`src/rtl/cache_port_arbiter_if.sv`:
```
// rtl/cache_port_arbiter_if.sv - CPU-side cache mem_itf port bundle
interface cache_port_arbiter_if;
  logic [31:0] mem_address;
  logic        mem_read;
  logic        mem_write;
  logic [3:0]  mem_byte_enable;
  logic [31:0] mem_wdata;
  logic [31:0] mem_rdata;
  logic        mem_resp;

  // Requester side: issues the request, receives read data and response
  modport master (
    output mem_address, mem_read, mem_write, mem_byte_enable, mem_wdata,
    input  mem_rdata, mem_resp
  );

  // Responder side: accepts the request, returns read data and response
  modport slave (
    input  mem_address, mem_read, mem_write, mem_byte_enable, mem_wdata,
    output mem_rdata, mem_resp
  );
endinterface

```
`src/rtl/cache_port_arbiter.sv`:
```
// rtl/cache_port_arbiter.sv - two-port arbiter in front of a single cache mem_itf port
module cache_port_arbiter #(
  parameter int PRIO_MODE   = 0,
  parameter int TIMEOUT_CYC = 0
) (
  input  logic                  clk,
  input  logic                  rst_n,
  cache_port_arbiter_if.slave   p0,
  cache_port_arbiter_if.slave   p1,
  cache_port_arbiter_if.master  c,
  output logic [1:0]            grant,
  output logic                  timeout_err
);

  typedef enum logic [1:0] {IDLE, GNT0, GNT1, DONE} state_t;

  localparam logic [15:0] TIMEOUT_16 = 16'(TIMEOUT_CYC);
  localparam logic        PRIO_HI    = (PRIO_MODE != 0);

  state_t      state_q, state_d;
  logic [31:0] addr_q,  addr_d;
  logic [31:0] wdata_q, wdata_d;
  logic [3:0]  mbe_q,   mbe_d;
  logic        rd_q,    rd_d;
  logic        wr_q,    wr_d;
  logic        last_q,  last_d;
  logic [15:0] cnt_q,   cnt_d;
  logic        tout_q,  tout_d;

  logic        req0, req1, pick1;
  logic [31:0] win_addr, win_wdata;
  logic [3:0]  win_mbe;
  logic        win_rd, win_wr;

  // last_q holds the index of the port served last; a tie goes to the other one
  assign req0  = p0.mem_read | p0.mem_write;
  assign req1  = p1.mem_read | p1.mem_write;
  assign pick1 = req1 & (~req0 | PRIO_HI | ~last_q);

  assign win_addr  = pick1 ? p1.mem_address     : p0.mem_address;
  assign win_wdata = pick1 ? p1.mem_wdata       : p0.mem_wdata;
  assign win_mbe   = pick1 ? p1.mem_byte_enable : p0.mem_byte_enable;
  assign win_wr    = pick1 ? p1.mem_write       : p0.mem_write;
  // A requester asserting both strobes is treated as a write
  assign win_rd    = (pick1 ? p1.mem_read : p0.mem_read) & ~win_wr;

  // State and latched cache request; reset abandons any in-flight transaction
  always_ff @(posedge clk or negedge rst_n) begin
    if (!rst_n) begin
      state_q <= IDLE;
      addr_q  <= '0;
      wdata_q <= '0;
      mbe_q   <= '0;
      rd_q    <= 1'b0;
      wr_q    <= 1'b0;
      last_q  <= 1'b1;
      cnt_q   <= '0;
      tout_q  <= 1'b0;
    end else begin
      state_q <= state_d;
      addr_q  <= addr_d;
      wdata_q <= wdata_d;
      mbe_q   <= mbe_d;
      rd_q    <= rd_d;
      wr_q    <= wr_d;
      last_q  <= last_d;
      cnt_q   <= cnt_d;
      tout_q  <= tout_d;
    end
  end

  // Next-state: arbitration in IDLE, hold while granted, one bubble after resp
  always_comb begin
    state_d = state_q;
    addr_d  = addr_q;
    wdata_d = wdata_q;
    mbe_d   = mbe_q;
    rd_d    = rd_q;
    wr_d    = wr_q;
    last_d  = last_q;
    cnt_d   = cnt_q;
    tout_d  = tout_q;
    case (state_q)
      IDLE: begin
        if (req0 | req1) begin
          state_d = pick1 ? GNT1 : GNT0;
          addr_d  = win_addr;
          wdata_d = win_wdata;
          mbe_d   = win_mbe;
          rd_d    = win_rd;
          wr_d    = win_wr;
          cnt_d   = '0;
        end
      end
      GNT0, GNT1: begin
        if (c.mem_resp) begin
          state_d = DONE;
          addr_d  = '0;
          wdata_d = '0;
          mbe_d   = '0;
          rd_d    = 1'b0;
          wr_d    = 1'b0;
          last_d  = (state_q == GNT1);
        end else if (cnt_q != 16'hffff) begin
          cnt_d = cnt_q + 16'd1;
        end
        // The watchdog only flags; the transaction keeps waiting for the cache
        if ((TIMEOUT_16 != 16'd0) && (cnt_d == TIMEOUT_16)) begin
          tout_d = 1'b1;
        end
      end
      DONE:    state_d = IDLE;
      default: state_d = IDLE;
    endcase
  end

  assign c.mem_address     = addr_q;
  assign c.mem_wdata       = wdata_q;
  assign c.mem_byte_enable = mbe_q;
  assign c.mem_read        = rd_q;
  assign c.mem_write       = wr_q;

  assign grant       = {state_q == GNT1, state_q == GNT0};
  assign timeout_err = tout_q;

  // Responses are steered combinationally; a stray resp outside GNT reaches nobody
  assign p0.mem_resp  = c.mem_resp & grant[0];
  assign p1.mem_resp  = c.mem_resp & grant[1];
  assign p0.mem_rdata = c.mem_rdata;
  assign p1.mem_rdata = c.mem_rdata;

endmodule

```
`src/flat_wrapper.sv`:
```
// flat-port wrapper written by rule: the top's interface ports become plain ports
module cache_port_arbiter_flat 
#(
  parameter int PRIO_MODE   = 0,
  parameter int TIMEOUT_CYC = 0
)
  (clk, rst_n, grant, timeout_err, p0_mem_address, p0_mem_read, p0_mem_write, p0_mem_byte_enable, p0_mem_wdata, p0_mem_rdata, p0_mem_resp, p1_mem_address, p1_mem_read, p1_mem_write, p1_mem_byte_enable, p1_mem_wdata, p1_mem_rdata, p1_mem_resp, c_mem_address, c_mem_read, c_mem_write, c_mem_byte_enable, c_mem_wdata, c_mem_rdata, c_mem_resp);
  cache_port_arbiter_if p0_i ();
  cache_port_arbiter_if p1_i ();
  cache_port_arbiter_if c_i ();
  input  logic clk;
  input  logic rst_n;
  output logic [1:0] grant;
  output logic timeout_err;
  input wire logic [$bits(p0_i.mem_address)-1:0] p0_mem_address;
  input wire logic [$bits(p0_i.mem_read)-1:0] p0_mem_read;
  input wire logic [$bits(p0_i.mem_write)-1:0] p0_mem_write;
  input wire logic [$bits(p0_i.mem_byte_enable)-1:0] p0_mem_byte_enable;
  input wire logic [$bits(p0_i.mem_wdata)-1:0] p0_mem_wdata;
  output wire logic [$bits(p0_i.mem_rdata)-1:0] p0_mem_rdata;
  output wire logic [$bits(p0_i.mem_resp)-1:0] p0_mem_resp;
  input wire logic [$bits(p1_i.mem_address)-1:0] p1_mem_address;
  input wire logic [$bits(p1_i.mem_read)-1:0] p1_mem_read;
  input wire logic [$bits(p1_i.mem_write)-1:0] p1_mem_write;
  input wire logic [$bits(p1_i.mem_byte_enable)-1:0] p1_mem_byte_enable;
  input wire logic [$bits(p1_i.mem_wdata)-1:0] p1_mem_wdata;
  output wire logic [$bits(p1_i.mem_rdata)-1:0] p1_mem_rdata;
  output wire logic [$bits(p1_i.mem_resp)-1:0] p1_mem_resp;
  output wire logic [$bits(c_i.mem_address)-1:0] c_mem_address;
  output wire logic [$bits(c_i.mem_read)-1:0] c_mem_read;
  output wire logic [$bits(c_i.mem_write)-1:0] c_mem_write;
  output wire logic [$bits(c_i.mem_byte_enable)-1:0] c_mem_byte_enable;
  output wire logic [$bits(c_i.mem_wdata)-1:0] c_mem_wdata;
  input wire logic [$bits(c_i.mem_rdata)-1:0] c_mem_rdata;
  input wire logic [$bits(c_i.mem_resp)-1:0] c_mem_resp;
  assign p0_i.mem_address = p0_mem_address;
  assign p0_i.mem_read = p0_mem_read;
  assign p0_i.mem_write = p0_mem_write;
  assign p0_i.mem_byte_enable = p0_mem_byte_enable;
  assign p0_i.mem_wdata = p0_mem_wdata;
  assign p0_mem_rdata = p0_i.mem_rdata;
  assign p0_mem_resp = p0_i.mem_resp;
  assign p1_i.mem_address = p1_mem_address;
  assign p1_i.mem_read = p1_mem_read;
  assign p1_i.mem_write = p1_mem_write;
  assign p1_i.mem_byte_enable = p1_mem_byte_enable;
  assign p1_i.mem_wdata = p1_mem_wdata;
  assign p1_mem_rdata = p1_i.mem_rdata;
  assign p1_mem_resp = p1_i.mem_resp;
  assign c_mem_address = c_i.mem_address;
  assign c_mem_read = c_i.mem_read;
  assign c_mem_write = c_i.mem_write;
  assign c_mem_byte_enable = c_i.mem_byte_enable;
  assign c_mem_wdata = c_i.mem_wdata;
  assign c_i.mem_rdata = c_mem_rdata;
  assign c_i.mem_resp = c_mem_resp;
  cache_port_arbiter #(.PRIO_MODE(PRIO_MODE), .TIMEOUT_CYC(TIMEOUT_CYC)) u_core (.clk(clk), .rst_n(rst_n), .p0(p0_i), .p1(p1_i), .c(c_i), .grant(grant), .timeout_err(timeout_err));
endmodule
```
`config.mk`:
```
export PLATFORM = sky130hd
export DESIGN_NAME = cache_port_arbiter_flat
export DESIGN_NICKNAME = d
export VERILOG_FILES = /design/src/rtl/cache_port_arbiter_if.sv /design/src/rtl/cache_port_arbiter.sv /design/src/flat_wrapper.sv
export SDC_FILE = /design/constraint.sdc
export NUM_CORES = 1
export LEC_CHECK = 0
export CAP_MARGIN = 20
export CORE_ASPECT_RATIO = 0.5
export CORE_MARGIN = 5
export CORE_UTILIZATION = 33
export CTS_BUF_LIST = sky130_fd_sc_hd__clkbuf_4
export DETAILED_ROUTE_END_ITERATION = 12
export HOLD_SLACK_MARGIN = 0.08
export PLACE_DENSITY = 0.91
export SYNTH_ARGS = -nofsm -noshare
export SYNTH_HDL_FRONTEND = slang
export SYNTH_SLANG_ARGS = --single-unit
```
`constraint.sdc`:
```
create_clock -name clk -period 2.4 [get_ports clk]
set_input_delay 0.48 -clock clk [delete_from_list [all_inputs] [get_ports clk]]
set_output_delay 0.48 -clock clk [all_outputs]
set_load 0.005 [all_outputs]
```
# [Word level (Yosys, flattened, before mapping)]
# Index checks and enable logic that the tools add are counted.
[totals] inputBits=175 out_inout_bits=139 ram_bits=0 mem_bits_ro=0 elab_cells=51 latch_bits=0 mem_count=0 register_bits=73
[classes] n_mul=0 addsub=0 n_reduce_logical=6 n_shift=0 mux=22 eq_ne=5 magnitude_cmp=0 bitwise_logic=11 div=0
[ops] operator="two-way mux 32 bit" count=5
[ops] operator="one-hot mux 32 bit (2 select lines)" count=2
[ops] operator="two-way mux 4 bit" count=3
[ops] operator="one-hot mux 4 bit (2 select lines)" count=1
[ops] operator="two-way mux 2 bit" count=3
[ops] operator="one-hot mux 2 bit (3 select lines)" count=1
[ops] operator="two-way mux 1 bit" count=5
[ops] operator="bitwise AND 1 bit" count=4
[ops] operator="equality test 2 bit (second input constant)" count=2
[ops] operator="bitwise OR 1 bit" count=4
[ops] operator="one-hot mux 1 bit (2 select lines)" count=2
[ops] operator="AND reduction 2 bit" count=2
[ops] operator="inverter 1 bit" count=3
[ops] operator="AND reduction 3 bit" count=1
[ops] operator="equality test 2 x 1 -> 1 bit (second input constant)" count=1
[ops] operator="logical NOT 2 bit" count=1
[ops] operator="!= test 2 x 1 -> 1 bit (second input constant)" count=1
[ops] operator="!= test 2 bit (second input constant)" count=1
[ops] operator="nonzero test 2 bit" count=1
[ops] operator="OR reduction 2 bit" count=1

# [Logic depth before layout (Yosys ltp)]
# Gate-level depths: netlist of the first run.
[depth] depth_word=9 mapped_depth=9 depth_no_buf=6

# [Worst setup path after synthesis of the first run]
# No wires, ideal clock.
[synth_path] path_type="reg-to-reg" from="register u_core.state_q[0]" to="register u_core.wdata_q[17], in the netlist u_core.c.mem_wdata[17]" path_buffers=3 slack_ps=461 stages_incl_launch_ff=10 t_arrival_ps=1865 period_less_slack_ps=1939 required_time_ps=2326 setup_time_ps=74 path_cell_list="dfrtp_1 inv_1 ha_1 nor2b_4 a311o_1 buf_6 nand2b_4 buf_6 buf_6 o21ai_2"
[synth_between] elab_chain_cells=4 elab_cells_between_ends=9 classes_between="eq/ne: 4; mux: 1; reduce/logical: 4"
[synth_rtl] element="start: declaration" line="cache_port_arbiter.sv:20" rtl="state_t state_q, state_d;"
[synth_rtl] element="start signal: assignment" line="cache_port_arbiter.sv:60" rtl="state_q <= state_d;"
[synth_rtl] element="equality test 2 x 1 -> 1 bit or equality test 2 bit (tied branches)" line="cache_port_arbiter.sv:83" rtl="case (state_q)"
[synth_rtl] element="OR reduction 2 bit" line="cache_port_arbiter.sv:83"
[synth_rtl] element="!= test 2 bit (no line) or nonzero test 2 bit (tied branches)"
[synth_rtl] element="AND reduction 3 bit (no line)"
[synth_rtl] element="end signal: assignment" line="cache_port_arbiter.sv:62" rtl="wdata_q <= wdata_d;"
[synth_rtl] element="end: declaration" line="cache_port_arbiter.sv:22" rtl="logic [31:0] wdata_q, wdata_d;"
# Parallel ways exist; a longest one is shown, timed or not.
# A chain may end at the register's enable or synchronous reset.

# [Final worst setup path of the first run]
[layout_path] from="register u_core.state_q[0]" to="output port p1_mem_resp"
[layout_between] elab_chain_cells=2
[layout_rtl] element="equality test 2 bit" line="cache_port_arbiter.sv:123" rtl="assign grant = {state_q == GNT1, state_q == GNT0};"
[layout_rtl] element="bitwise AND 1 bit" line="cache_port_arbiter.sv:128" rtl="assign p1.mem_resp = c.mem_resp & grant[1];"
[layout_rtl] element="end: declaration" line="flat_wrapper.sv:28" rtl="output wire logic [$bits(p1_i.mem_resp)-1:0] p1_mem_resp;"
# Every way passes these cells.

==> metrics, run 1 <==
Final Util 50.89%; Seq/Total Area, Yosys 45.54%; Final setup viols 0; vias per cell 4.618; TritonCTS clock tree done; FF-to-FF path depth 7; setup slack, reg-to-reg 0.25 ns; post-DR wirelength/cell 17.54 microns; Slew Limit Fails 0; CTS Buffer Depth 2; aggregate global routing overflow 0; Inst Count DP 702; First DRT Iteration DRCs 89; Avg Synthesized Cell Area 10.01 sq um; core footprint 11840 sq um; CP startpoint kind flop; Chip Height 87.99 microns; Final GP Congestion 0.7951; relative slew slack 61.05%; largest net degree at the start of global routing 72; # Max-Cap Violations 0; Post-Layout Inst Area 6026 sq um; fin nets 728; first-pass GRT wire length 19.12 mm; ys async rst share 100.0%; post-CTS setup buffer count 0; Max Fanout on Critical Path 4; Syn Inst Count 401; IO Port Bufs 216; P&R area growth vs syn 50.12%; clk sink count 73; total die area 14600 sq um; Rows 28; CP endpoint kind output pin; routing usage on met2 31.58%; worst hold endpoint u_core.c.mem_wdata[26]; WHS Path Cells 2; Final Hold Fails 0; Req. time, crit path 1.92 ns; IO Pins 314; post-layout min period 2.239 ns; final period utilization 93.28%; status finished, final reports clean; hold crit path type reg2reg; top cell type by total area after synthesis dfrtp_1; Main synth FF type dfrtp_1; Data arrival, critical path 1.76 ns; Detailed Routing Iterations Pass 1 4; Num CTS Buffers 9; Post-Layout Cell Count 718; Crit Reg-Reg Endpoint u_core.c.mem_address[22]; ranking of synthesized cells by area dfrtp_1 45%, mux2i_1 18%, buf_4 12%; Global Route Usage Sum 16.63%; half-perimeter wire length after placement 10.13 mm; Via Count 3316; FF-to-FF Start u_core.state_q[0]; Pwr Density 1060 nW/um^2; H-tree depth 3; top cells by instance count after synthesis 72 x dfrtp_1, 71 x mux2i_1, 71 x nand2_1, 65 x buf_4, 61 x o21ai_0; initial antenna violation count 0; number of remaining DRC errors 0; Fin Setup TNS 0 ns; Synth top area share 44.89%; GR Util met1 18.07%; vias in the first global route 3563; most used routing layer in global routing met2; Max Freq 446.7 MHz; Ys Warns 0; clock slew at reported path FFs 0.11 ns; Routed WL 12.59 mm; cell area after synthesis 4014 sq um; Clock Tree Root clkbuf_4; Worst Skew 0.007843 ns; setup repair after global routing missed its margin false; DP Area 5922 sq um; top-count cell post-synth dfrtp_1; Antenna Nets Post-Route 0; initial core utilization 33.90%; Hold Slack 0.4831 ns; fraction of layout cells with a size suffix above 1 6.872%; syn_nets 580; post-cts gate resize count 0; register bit total from synthesis 73; EDFF count, synth 0; count of cell types in the netlist 26; Lkg Pwr 0.002595 uW; Worst-Skew Late Latency 0.41 ns; HP Start u_core.c.mem_wdata[26]; # diodes 0; grt met3 use 3.877%; Worst IR Drop VDD 0.0009214 V; die width 166.0 microns; worst-margin pin slew 0.5842 ns; Crit Path Category reg2out
==> cell usage in the layout, fill, tap and decap left out, types with 2 or more instances in the layout <==
cell type,instances
a21oi_1,2
nand2_1,71
clkdlybuf4s50_1,215
buf_12,6
mux2i_1,71
o21ai_2,10
buf_4,3
nor2_1,3
and2_1,2
nand2b_1,2
inv_1,3
clkbuf_4,9
ha_1,4
dfrtp_1,72
clkinv_2,3
o21ai_0,60
mux2_2,2
clkinv_1,3
==> area by class of cell <==
cell class,instances,area [sq um]
tap,165,206.4
inverter,3,11.26
clock buffer,9,67.56
timing repair buffer,225,2305
fill,1083,5816
clock inverter,6,26.28
sequential,73,1828
multi-input combinational,237,1582
==> flip-flops by register name, summed over array words and instances (netlist names) <==
| name | flops |
|---|---|
| u_core.c.mem_read | 1 |
| u_core.c.mem_write | 1 |
| u_core.c.mem_wdata | 32 |
| u_core.c.mem_byte_enable | 4 |
| u_core.last_q | 1 |
| u_core.state_q | 2 |
| u_core.c.mem_address | 32 |
==> metal layers <==
layer / vias up / share of wire [%]
met2: 80 / 55
met1: 1605 / 38
met5: - / 0
li1: 1589 / -
met3: 42 / 4.0
met4: 0 / 3.6
==> metrics by stage <==
step	total power, uW	setup slack [ns]
floorplan	4096	0.4605
global placement	5692	0.1672
detailed placement	5861	0.09263
CTS	6476	0.09788
global route	6915	0.02408
finish	6389	0.1612
==> how the worst max path moves through the flow <==
stage                        endpoint  cells after the start               from  slack (ns)
2_1_floorplan  u_core.c.mem_wdata[17]                      9  u_core.state_q[0]        0.46
3_3_place_gp   u_core.c.mem_wdata[14]                      6       p0_mem_write        0.17
3_5_place_dp    u_core.c.mem_wdata[1]                      6       p0_mem_write        0.09
4_1_cts                   p1_mem_resp                      4  u_core.state_q[0]         0.1
5_1_grt                   p1_mem_resp                      4  u_core.state_q[0]        0.02
6_report                  p1_mem_resp                      4  u_core.state_q[0]        0.16
==> report_power, final <==
| part | internal (uW) | total, uW | switching (uW) | leakage [uW] |
|---|---|---|---|---|
| clock | 192 | 606 | 414 | 0.0000578 |
| sequential | 1740 | 1990 | 251 | 0.000947 |
| combinational | 1900 | 3790 | 1890 | 0.00159 |
| total | 3840 | 6390 | 2550 | 0.00259 |
==> repair_timing <==
action / 4_1_cts / 5_1_grt
hold endpoints to repair: 42 / 0
endpoints found under the setup margin: 0 / 0
hold buffers: 1 / 0
==> worst max-delay path, cell delays in order, from the launching register on <==
cell	delay, ns
dfrtp_1	0.40
inv_1	0.12
ha_1	0.20
and2_1	0.13
clkdlybuf4s50_1	0.50
==> cells by family after synthesis <==
group | after synthesis | synth area share [%]
compound gates | 77 | 10.88
fa+ha+maj | 4 | 1.247
mux | 73 | 18.27
other cells | 1 | 0.09343
flops | 73 | 45.54
buf+inv | 91 | 15.37
simple gates | 82 | 8.603
No activity file was read; power rests on OpenSTA's default activity.
==> inputs of run 2 (changes only) <==
--- a/config.mk
+++ b/config.mk
@@ -13,6 +13,7 @@
 export DETAILED_ROUTE_END_ITERATION = 12
 export HOLD_SLACK_MARGIN = 0.08
 export PLACE_DENSITY = 0.91
+export REMOVE_ABC_BUFFERS = 1
 export SYNTH_ARGS = -nofsm -noshare
 export SYNTH_HDL_FRONTEND = slang
 export SYNTH_SLANG_ARGS = --single-unit
==> run 2 against run 1 <==
Net effect: global-route usage increased by 4.4 points; flip-flop and latch count did not move; wire length rose by 27%; cell count fell by 0.14%; clock skew grew 0.0057 ns; utilization fell by 0.18 points; worst hold slack better by 0.0074 ns; largest cell class unchanged.
==> metrics, run 2 (synthesis results as in run 1) <==
Final setup viols 0 (unchanged); Final GP Congestion 0.7813 (was 0.7951); Req. time, crit path 1.92 ns (about the same); Crit Reg-Reg Endpoint u_core.c.mem_address[28] (was u_core.c.mem_address[22]); Comb power frac 58.5% (was 59.3%); GR Util met1 23.26% (was 18.07%); HP Start u_core.c.mem_wdata[22] (was u_core.c.mem_wdata[26]); fin nets 726 (was 728); initial antenna violation count 1 (was 0); core footprint 11840 sq um (unchanged); Slew Limit Fails 0 (unchanged); Data arrival, critical path 1.75 ns (was 1.76 ns); post-layout min period 2.231 ns (was 2.239 ns); Global Route Usage Sum 21.02% (was 16.63%); Via Count 3415 (was 3316); CP startpoint kind flop (unchanged); aggregate global routing overflow 0 (unchanged); hold crit path type reg2reg (unchanged); Final Hold Fails 0 (unchanged); Worst IR Drop VDD 0.0008865 V (was 0.0009214 V); switching share of power 40.15% (was 39.91%); first-pass GRT wire length 22.35 mm (was 19.12 mm); grt met3 use 15.01% (was 3.877%); total power 6336 uW (was 6389 uW); Chip Height 87.99 microns (unchanged); fraction of layout cells with a size suffix above 1 6.703% (was 6.872%); share of power burned in registers 31.5% (was 31.2%); P&R area growth vs syn 49.59% (was 50.12%); Max Freq 448.3 MHz (was 446.7 MHz); most frequent cells in the layout 215 x clkdlybuf4s50_1, 72 x dfrtp_1, 71 x mux2i_1, 71 x nand2_1, 60 x o21ai_0 (unchanged); CP endpoint kind output pin (unchanged); number of remaining DRC errors 0 (unchanged); final period utilization 92.94% (was 93.28%); status finished, final reports clean (unchanged); fill count 1128 (was 1083); Rows 28 (unchanged); Inst Count DP 700 (was 702); TritonCTS clock tree done (unchanged); vias in the first global route 3509 (was 3563); initial core utilization 33.90% (unchanged); CP startpoint u_core.state_q[0] (unchanged); Hold Slack 0.4905 ns (was 0.4831 ns); Multi-input gate area 1582 sq um (unchanged); setup slack, reg-to-reg 0.26 ns (was 0.25 ns); clock slew at reported path FFs 0.12 ns (was 0.11 ns); Pwr Density 1055 nW/um^2 (was 1060 nW/um^2); Lkg Pwr 0.002581 uW (was 0.002595 uW); Clock Tree Root clkbuf_4 (unchanged); half-perimeter wire length after placement 13.07 mm (was 10.13 mm); commonest non-fill, non-tap cell in the layout clkdlybuf4s50_1 (unchanged); IO Port Bufs 216 (unchanged); H-tree depth 3 (unchanged); crit path to p1_mem_resp (unchanged); # Max-Cap Violations 0 (unchanged); die width 166.0 microns (unchanged); FF-to-FF Start u_core.state_q[1] (was u_core.state_q[0]); Worst-Skew Late Latency 0.42 ns (was 0.41 ns); Max Fanout on Critical Path 4 (unchanged); internal power 3792 uW (was 3839 uW); Antenna Nets Post-Route 0 (unchanged); clock network power share 10.0% (was 9.5%); routing usage on met2 32.21% (was 31.58%); Routed WL 16.05 mm (was 12.59 mm); First DRT Iteration DRCs 170 (was 89); Crit Path Category reg2out (unchanged); IO Pins 314 (unchanged); CTS Buffer Depth 2 (unchanged); post-DR wirelength/cell 22.38 microns (was 17.54 microns); flip-flop and latch area 1828 sq um (unchanged); setup repair after global routing missed its margin false (unchanged); total die area 14600 sq um (unchanged); most used routing layer in global routing met2 (unchanged); vias per cell 4.763 (was 4.618); largest net degree at the start of global routing 70 (was 72); # diodes 0 (unchanged); Detailed Routing Iterations Pass 1 4 (unchanged); Worst Skew 0.01357 ns (was 0.007843 ns); Post-Layout Cell Count 717 (was 718); Num CTS Buffers 9 (unchanged); Psw 2544 uW (was 2550 uW); clk sink count 73 (unchanged); FF-to-FF path depth 7 (unchanged)
run 2: changes by cell type in the layout (fill, tap and decap cells not counted):
| cell | delta |
|---|---|
| clkinv_1 | +1 |
| inv_1 | -1 |
| buf_4 | -1 |
| buf_12 | -1 |
| clkbuf_4 | +1 |
| clkinv_2 | -1 |
| inv_2 | +1 |
run 2: worst min path at each step:
stage / endpoint / cells after the start
2_1_floorplan: u_core.c.mem_address[0] / 0
5_1_grt: u_core.c.mem_wdata[0] / 2
4_1_cts: u_core.c.mem_wdata[25] / 2
3_5_place_dp: u_core.c.mem_address[21] / 1
3_3_place_gp: u_core.c.mem_address[21] / 1
6_report: u_core.c.mem_wdata[22] / 2
run 2: through the flow:
step | worst slack, ns | area [sq um] | setup TNS [ns] | utilization, %
global route | 0.04788 | 6005 | 0 | 50.71
finish | 0.1694 | 6005 | 0 | 50.71
CTS | 0.06425 | 6005 | 0 | 50.71
global placement | 0.1941 | 5894 | 0 | 49.78
floorplan | -5.987 | 3408 | -406.54 | -
detailed placement | 0.05502 | 5894 | 0 | 49.78
run 2: worst max-delay path: stages (launching register included):
cell             delay (ns)
dfrtp_1                0.41
inv_2                  0.09
ha_1                   0.19
and2_1                 0.14
clkdlybuf4s50_1        0.50
run 2: power by group through the flow:
stage	combinational, uW	clock, uW	sequential (uW)
6_report	3710	636	1990
5_1_grt	4040	721	2060
4_1_cts	3760	665	2000
3_5_place_dp	3760	0	2020
3_3_place_gp	3630	0	1980
2_1_floorplan	1890	0	2020
run 2: layout make-up:
cell class                      instances  area share (%)
Multi-Input combinational cell        237           26.34
Inverter                                3          0.1875
Sequential cell                        73           30.44
Clock buffer                           10           1.250
Timing Repair Buffer                  223           37.92
Tap cell                              165           3.438
Clock inverter                          6          0.4168
run 2: timing repair:
action	4_1_cts	5_1_grt
hold endpoints to repair	30	0
setup buffers	0	0
hold buffers	1	0
setup endpoints to repair	0	1
resized for setup	0	1
run 2: routing by layer:
metal  routed length (microns)  vias up
met3                      2046       28
met2                      7440      169
li1                          -     1581
met1                      6075     1633
met5                       141        -
met4                       346        4
